$ cat src/rtl/cnt_step_decoder.sv
// -----------------------------------------------------------------------------
// cnt_step_decoder
//
// Purpose:
//   Watches the output of a counter that advances each sample by either an
//   increment (prev+1) or a rotate-left (prev rotated by one bit). For each
//   valid sample it recovers which step was taken (the hidden control bit).
//   It flags samples that fit both steps (ambiguous) or neither step (error).
//   A two-state lock FSM (LOCKED / UNLOCKED) tracks whether the observed
//   stream is consistent with the counter model.
//
// Parameters:
//   LOSS_THRESH  consecutive mismatches while LOCKED that force UNLOCKED (1..15)
//   LOCK_THRESH  consecutive matches while UNLOCKED that restore LOCKED  (1..15)
//
// Ports:
//   clk        in   1   single clock, rising edge
//   rst        in   1   synchronous active-high reset
//   in_valid   in   1   in_value holds a counter sample this cycle
//   in_value   in   8   observed counter output
//   dec_valid  out  1   one-cycle pulse, decoded result present (latency 1)
//   dec_bit    out  1   recovered bit: 1 = rotate-left, 0 = increment
//   dec_ambig  out  1   sample matched both candidate steps
//   dec_err    out  1   sample matched neither candidate step
//   locked     out  1   FSM is in LOCKED
//   err_count  out  16  saturating count of mismatches seen while LOCKED
//
// Configuration macro:
//   CNT_STEP_DECODER_ERRCNT_EN  defined   -> err_count counter is built
//                               undefined -> err_count tied to 16'h0000
// -----------------------------------------------------------------------------
module cnt_step_decoder #(
   parameter int LOSS_THRESH = 3,
   parameter int LOCK_THRESH = 2
) (
   input  logic        clk,
   input  logic        rst,
   input  logic        in_valid,
   input  logic [7:0]  in_value,
   output logic        dec_valid,
   output logic        dec_bit,
   output logic        dec_ambig,
   output logic        dec_err,
   output logic        locked,
   output logic [15:0] err_count
);

   localparam logic [3:0] LOSS_T = 4'(LOSS_THRESH);
   localparam logic [3:0] LOCK_T = 4'(LOCK_THRESH);

   typedef enum logic {
      ST_LOCKED   = 1'b0,
      ST_UNLOCKED = 1'b1
   } state_t;

   state_t      r_state;
   state_t      w_state_nxt;
   logic [3:0]  r_run;
   logic [3:0]  w_run_nxt;
   logic [3:0]  w_run_inc;

   logic [7:0]  r_prev;
   logic [7:0]  w_cand_inc;
   logic [7:0]  w_cand_rot;
   logic        w_m_inc;
   logic        w_m_rot;
   logic        w_miss;

   logic        r_dec_valid_p1;
   logic        r_dec_bit_p1;
   logic        r_dec_ambig_p1;
   logic        r_dec_err_p1;

   // ---- stage p0: candidate generation and classification (combinational)
   assign w_cand_inc = r_prev + 8'd1;            // 0xFF wraps to 0x00
   assign w_cand_rot = {r_prev[6:0], r_prev[7]};
   assign w_m_inc    = (in_value == w_cand_inc);
   assign w_m_rot    = (in_value == w_cand_rot);
   assign w_miss     = ~(w_m_inc | w_m_rot);
   assign w_run_inc  = r_run + 4'd1;

   // ---- FSM state register
   always_ff @(posedge clk) begin
      if (rst) begin
         r_state <= ST_LOCKED;
         r_run   <= 4'd0;
      end else begin
         r_state <= w_state_nxt;
         r_run   <= w_run_nxt;
      end
   end

   // ---- FSM next-state logic; run is cleared on every state change
   always_comb begin
      w_state_nxt = r_state;
      w_run_nxt   = r_run;
      if (in_valid) begin
         case (r_state)
            ST_LOCKED: begin
               if (w_miss) begin
                  if (w_run_inc == LOSS_T) begin
                     w_state_nxt = ST_UNLOCKED;
                     w_run_nxt   = 4'd0;
                  end else begin
                     w_run_nxt = w_run_inc;
                  end
               end else begin
                  // ambiguous samples count as matches
                  w_run_nxt = 4'd0;
               end
            end
            ST_UNLOCKED: begin
               if (!w_miss) begin
                  if (w_run_inc == LOCK_T) begin
                     w_state_nxt = ST_LOCKED;
                     w_run_nxt   = 4'd0;
                  end else begin
                     w_run_nxt = w_run_inc;
                  end
               end else begin
                  w_run_nxt = 4'd0;
               end
            end
         endcase
      end
   end

   // ---- FSM output logic: locked comes straight from the state register,
   // so it changes on the same edge that dec_valid reports the causing sample
   always_comb begin
      locked = (r_state == ST_LOCKED);
   end

   // ---- stage p1: registered decode results and sample history
   always_ff @(posedge clk) begin
      if (rst) begin
         r_prev         <= 8'h00;
         r_dec_valid_p1 <= 1'b0;
         r_dec_bit_p1   <= 1'b0;
         r_dec_ambig_p1 <= 1'b0;
         r_dec_err_p1   <= 1'b0;
      end else begin
         r_dec_valid_p1 <= in_valid;
         if (in_valid) begin
            // prev follows every sample, even mismatches, to resynchronise
            r_prev         <= in_value;
            r_dec_bit_p1   <= w_m_rot & ~w_m_inc;
            r_dec_ambig_p1 <= w_m_rot & w_m_inc;
            r_dec_err_p1   <= w_miss;
         end
      end
   end

   assign dec_valid = r_dec_valid_p1;
   assign dec_bit   = r_dec_bit_p1;
   assign dec_ambig = r_dec_ambig_p1;
   assign dec_err   = r_dec_err_p1;

`ifdef CNT_STEP_DECODER_ERRCNT_EN
   logic [15:0] r_err_count_p1;
   logic        w_err_cnt_en;

   function automatic logic [15:0] sat_inc16(input logic [15:0] val);
      return (val == 16'hFFFF) ? val : val + 16'd1;
   endfunction

   // includes the mismatch that moves the FSM to UNLOCKED
   assign w_err_cnt_en = in_valid & w_miss & (r_state == ST_LOCKED);

   always_ff @(posedge clk) begin
      if (rst) begin
         r_err_count_p1 <= 16'h0000;
      end else if (w_err_cnt_en) begin
         r_err_count_p1 <= sat_inc16(r_err_count_p1);
      end
   end

   assign err_count = r_err_count_p1;
`else
   assign err_count = 16'h0000;
`endif

endmodule

$ cat config.mk
export PLATFORM = sky130hd
export DESIGN_NAME = cnt_step_decoder
export DESIGN_NICKNAME = d
export VERILOG_FILES = /design/src/rtl/cnt_step_decoder.sv
export SDC_FILE = /design/constraint.sdc
export NUM_CORES = 1
export LEC_CHECK = 0
export ABC_AREA = 1
export ABC_CLOCK_PERIOD_IN_PS = 1850
export BUFFER_PORTS_ARGS = -buffer_cell sky130_fd_sc_hd__buf_4
export CORE_AREA = 5 5 59 55
export DETAILED_ROUTE_END_ITERATION = 8
export DIE_AREA = 0 0 64 60
export HOLD_SLACK_MARGIN = 0.12
export PLACE_DENSITY_LB_ADDON = 0.15
export RECOVER_POWER = 50
export SLEW_MARGIN = 0
export SYNTH_ARGS = -nofsm -noshare
export SYNTH_HDL_FRONTEND = slang
export SYNTH_SLANG_ARGS = --single-unit
export TNS_END_PERCENT = 100
$ cat constraint.sdc
create_clock -name clk -period 1.85 [get_ports clk]
set_input_delay 0.185 -clock clk [delete_from_list [all_inputs] [get_ports clk]]
set_output_delay 0.185 -clock clk [all_outputs]
set_load 0.05 [all_outputs]
**Word-level counts from Yosys, hierarchy flattened**

Index checks and enable logic that the tools add are counted.

- Equality and inequality tests: 4
- Muxes and demuxes: 10
- Add/sub/neg operators: 2
- Bitwise operators: 6

Operators with widths:

| cell | count |
|---|---|
| 8-bit equality test | 2 |
| 4-bit two-way mux | 4 |
| 8-bit by 1-bit adder with 8-bit output (second input constant) | 1 |
| 4-bit by 2-bit equality test with 1-bit output (second input constant) | 2 |
| 4-bit case mux with 2 select lines | 1 |
| 4-bit by 1-bit adder with 4-bit output (second input constant) | 1 |
| 1-bit two-way mux | 4 |
| 1-bit inverter | 3 |
| 1-bit AND | 2 |
| 1-bit case mux with 2 select lines | 1 |
| 1-bit bitwise OR | 1 |

- Output and inout bits: 21
- Register bits: 17
- Word-level logic and storage cells: 29

**Logic depth before layout (Yosys ltp)**

- Depth in word-level cells: 5
- Gate-level depth with buffers: 14
- Mapped depth without buffers: 14

**Worst setup path after synthesis**

Ideal clock, no wire load.

- Path kind: reg2reg
- Start: register r_prev[0]
- End: register r_run[1]
- Data required time: 1784 ps
- Stages on the path, launching flop included: 14
- Path buffers: 0
- Path slack: 279 ps
- Arrival: 1505 ps
- Setup time: 66 ps
- Clock period less this slack: 1571 ps
- Cell sequence: dfxtp_1 -> ha_1 -> inv_1 -> nand2_1 -> nand2_1 -> nor2_1 -> nand3_2 -> nor2_4 -> nand3_4 -> nand2_4 -> nand2_1 -> nand2_1 -> nand3_2 -> a21oi_2

- Longest elaborated chain between the ends: 5
- Elaborated cells on any way between the ends: 7

RTL lines:

| item | RTL line | source |
|---|---|---|
| from (decl) | 62 | `logic [7:0] r_prev;` |
| from (signal assigned) | 146 | `r_prev <= in_value;` |
| 8-bit by 1-bit adder with 8-bit output | 75 | `assign w_cand_inc = r_prev + 8'd1;` |
| 8-bit equality test | 77 | `assign w_m_inc = (in_value == w_cand_inc);` |
| 1-bit bitwise OR (*) | 79 | `assign w_miss = ~(w_m_inc \| w_m_rot);` |
| 4-bit two-way mux, on equally long branches | 113, 100 |  |
| 4-bit case mux with 2 select lines (*) | 98 | `case (r_state)` |
| to (signal assigned) | 89 | `r_run <= w_run_nxt;` |
| to (decl) | 58 | `logic [3:0] r_run;` |

Every way passes the cells marked *; elsewhere a longest branch is shown, timed or not.
A chain may end at the register's enable or synchronous reset.

**Worst setup path after layout**

Ends and elaborated chain as after synthesis.

==> results.md <==
- Status: completed
- Top cell type by total area after synthesis: dfxtp_1
- Die area: between 3000 and 4000 sq um
- Worst endpoint required time: between 2000 and 2500 ps
- Tcrit/Tclk final: 92.9%
- Dpl hpwl: about 2100 um
- Number of global-route vias before repair: around 1000
- Final core utilization: 52.9%
- Final RePlAce weighted congestion: between 0.8 and 0.9
- Placement Setup Slack: approximately 110 ps
- Max IR drop VDD: about 0.47 mV
- WL/cell: ~11 um
- RSZ-0062 raised after global routing: false
- Crit path time final: 1720 ps
- Core Region: 2640 sq um
- Critical path arrival: roughly 2000 ps
- Clock Latency Late Sink: ~300 ps
- Adder-cell share of the synthesized area: under 10%
- Fin cells: approximately 250
- Synthesized area per cell: between 6 and 7 sq um
- Seq/Total Area, Yosys: 26.2%
- R2r startpoint: r_prev[0]$_SDFFE_PP0P_
- Number of fill cells: approximately 290
- H-tree lvl count: 1
- Total gr overflow: 0
- Maxcap violations: 0
- Synth top cells by count: nand2_1, inv_1, dfxtp_1
- Largest family of logic cells by synthesized area: simple AND/OR/NAND/NOR gates
- CTS tree: built
- Crit-path max FO: 6
- Total Nets Final: 233
- Predominant post-synthesis flop cell: dfxtp_1
- Net Sw Frac: about 38%
- Synth Instances: 200
- FF+latch area: 342 sq um
- Synth Area in Compound Gates: around 11%
- R2r setup slk: roughly 130 ps
- CTS sink count: 17
- Final ANT Viol Nets: 0
- Crit start category: flop
- Die H: 60 um
- Sequential power share: between 40% and 50%
- Diode count: 0
- Final hold violations: 0
- Total GRT Usage: around 14%
- Slew HR: between 50% and 60%
- Placed Cells incl. Taps: about 240
- Pleak: roughly 0.67 nW
- Initial drt markers: 57
- Synth Register Bits: 17
- Max clock buf depth: 2
- F_max: 0.582 GHz
- Critical Path Start: r_prev[0]$_SDFFE_PP0P_
- PortBufs: 15
- Cell internal pwr: approximately 0.00054 W
- Net Switching: 0.000341 W
- Simple-gate portion of the synthesized area: 36.2%
- Final worst slack: about 130 ps
- Critical Path End: r_run[1]$_SDFFE_PP0P_
- Vias per std cell: between 4 and 5
- Post-synthesis mux area share: 0%
- R2r worst-path depth: 13
- Pre-antenna DRT Iters: 4
- Detailed Route WL: 2660 um
- Number of remaining DRC errors: 0
- Clock root cell: clkbuf_4
- Ports: 32
- Area occupied by multi-input gates: about 800 sq um
- Hold_ws: between 100 and 150 ps
- Setup crit end kind: flop
- Top cells by area, synth: dfxtp_1, nand2_1, buf_4
- Final setup violation count: 0
- Area grow syn2layout: 7.52%
- Skew final: 12.3 ps
- Asr flop ratio synth: 0%
- Worst hold path type: input pin to flop
- Clk pwr share: between 20% and 30%
- Sum of negative setup slack: 0 ps
- Chip width: 64 um
- Core Rows: 18
- RR Endpoint: r_run[1]$_SDFFE_PP0P_
- Cell area after synthesis: around 1300 sq um
- Total CTS buffers: 3
- Top cell type's share of synthesized area: 26.2%
- PD cells: between 600 and 700 nW/um^2
- Initial antenna violation count: 0
- DR vias: 1177
- Comb pwr share: a little under a third
- Share of cells above drive strength 1: between 10% and 20%
- Initial core utilization: about half
- Unique masters post-synth: 27
- Post-Synth XOR/XNOR Area: approximately 4.7%
- Worst Tran Pin Value: 606 ps
- Post-synth EDFFs: 0
- Buffer count from post-CTS setup fixing: 0
- Max Slew Vio Count: 0
- Largest net degree at the start of global routing: 18
- Crit Path Category: flop to flop
- YS warnings: 0
- Most common cell in the netlist: nand2_1
- First-pass GRT wire length: between 4000 and 5000 um
- Clk slew on worst S/H paths: 110 ps
worst max-delay path: stages, from the launching register on:
cell,delay (ps)
dfxtp_2,360
ha_1,300
inv_1,50
nand2_1,50
nand2_1,50
nor2_1,140
nand3_2,110
nor2_4,120
nand3_4,100
nand2_4,90
nand2_1,50
nand2_1,70
nand3_2,60
a21oi_2,110
per-stage QoR:
step / total power, W / instance area, sq um
after detailed placement: 0.000687 / 1380
after floorplan: 0.000652 / 1350
after CTS: 0.000897 / 1420
final: 0.000885 / 1400
after global routing: 0.000938 / 1400
after global placement: 0.000683 / 1380
layer usage:
metal	vias up	routed length, um	global-route usage (%)
met5	-	0	0
met4	0	15	1.78
met3	2	151	4.51
met2	23	1240	23.0
met1	518	1250	17.4
li1	634	-	-
how the worst min path moves through the flow:
stage	startpoint	end	slack [ps]	depth (start not counted)
floorplan	rst	r_run[1]$_SDFFE_PP0P_	250	1
global placement	rst	r_run[1]$_SDFFE_PP0P_	400	2
detailed placement	rst	r_run[1]$_SDFFE_PP0P_	400	2
CTS	in_value[7]	r_prev[7]$_SDFFE_PP0P_	130	3
global route	in_value[7]	r_prev[7]$_SDFFE_PP0P_	140	3
finish	in_value[7]	r_prev[7]$_SDFFE_PP0P_	140	3
cells by family (layout without fill, tap and decap cells):
kind of cell | after synthesis | in the layout
and+or+nand+nor | 100 | 100
buffers and inverters | 44 | 46
AOI/OAI and AO/OA | 27 | 27
DFF | 17 | 17
xor gates and xnor gates | 7 | 7
adders and majority gates | 4 | 4
other | 1 | 16
power groups by stage:
stage	sequential (W)	clock (W)	combinational (W)
finish	0.000411	0.000208	0.000267
global route	0.000414	0.000232	0.000291
CTS	0.000410	0.000216	0.000271
detailed placement	0.000419	0	0.000268
global placement	0.000418	0	0.000265
floorplan	0.000424	0	0.000229
what timing repair did:
action,4_1_cts,5_1_grt
hold buffers,1,0
gates resized for setup,0,1
endpoints found under the setup margin,0,5
hold endpoints to repair,6,0
cell type report:
cell class,count,area share (%)
tap,30,2.69
inverter,25,6.73
timing repair buffer,17,7.71
multi-input combinational,154,56.5
clock buffer,4,1.88
sequential,17,24.5
sequential cells by signal, summed over array words and instances, names as in the netlist:
| name | flops |
|---|---|
| r_run | 4 |
| dec_valid | 1 |
| dec_err | 1 |
| r_prev | 8 |
| dec_ambig | 1 |
| r_state | 1 |
| dec_bit | 1 |
layout by cell type (no fill, tap or decap), types with 7 or more instances in the layout:
cell type,n
nor2_1,15
buf_4,10
nand2_1,55
dfxtp_1,16
o21ai_0,10
inv_1,21
conb_1,16
nand3_1,15
a21oi_1,13
clkbuf_1,7
Note: power is estimated with default switching activity, not from simulation.
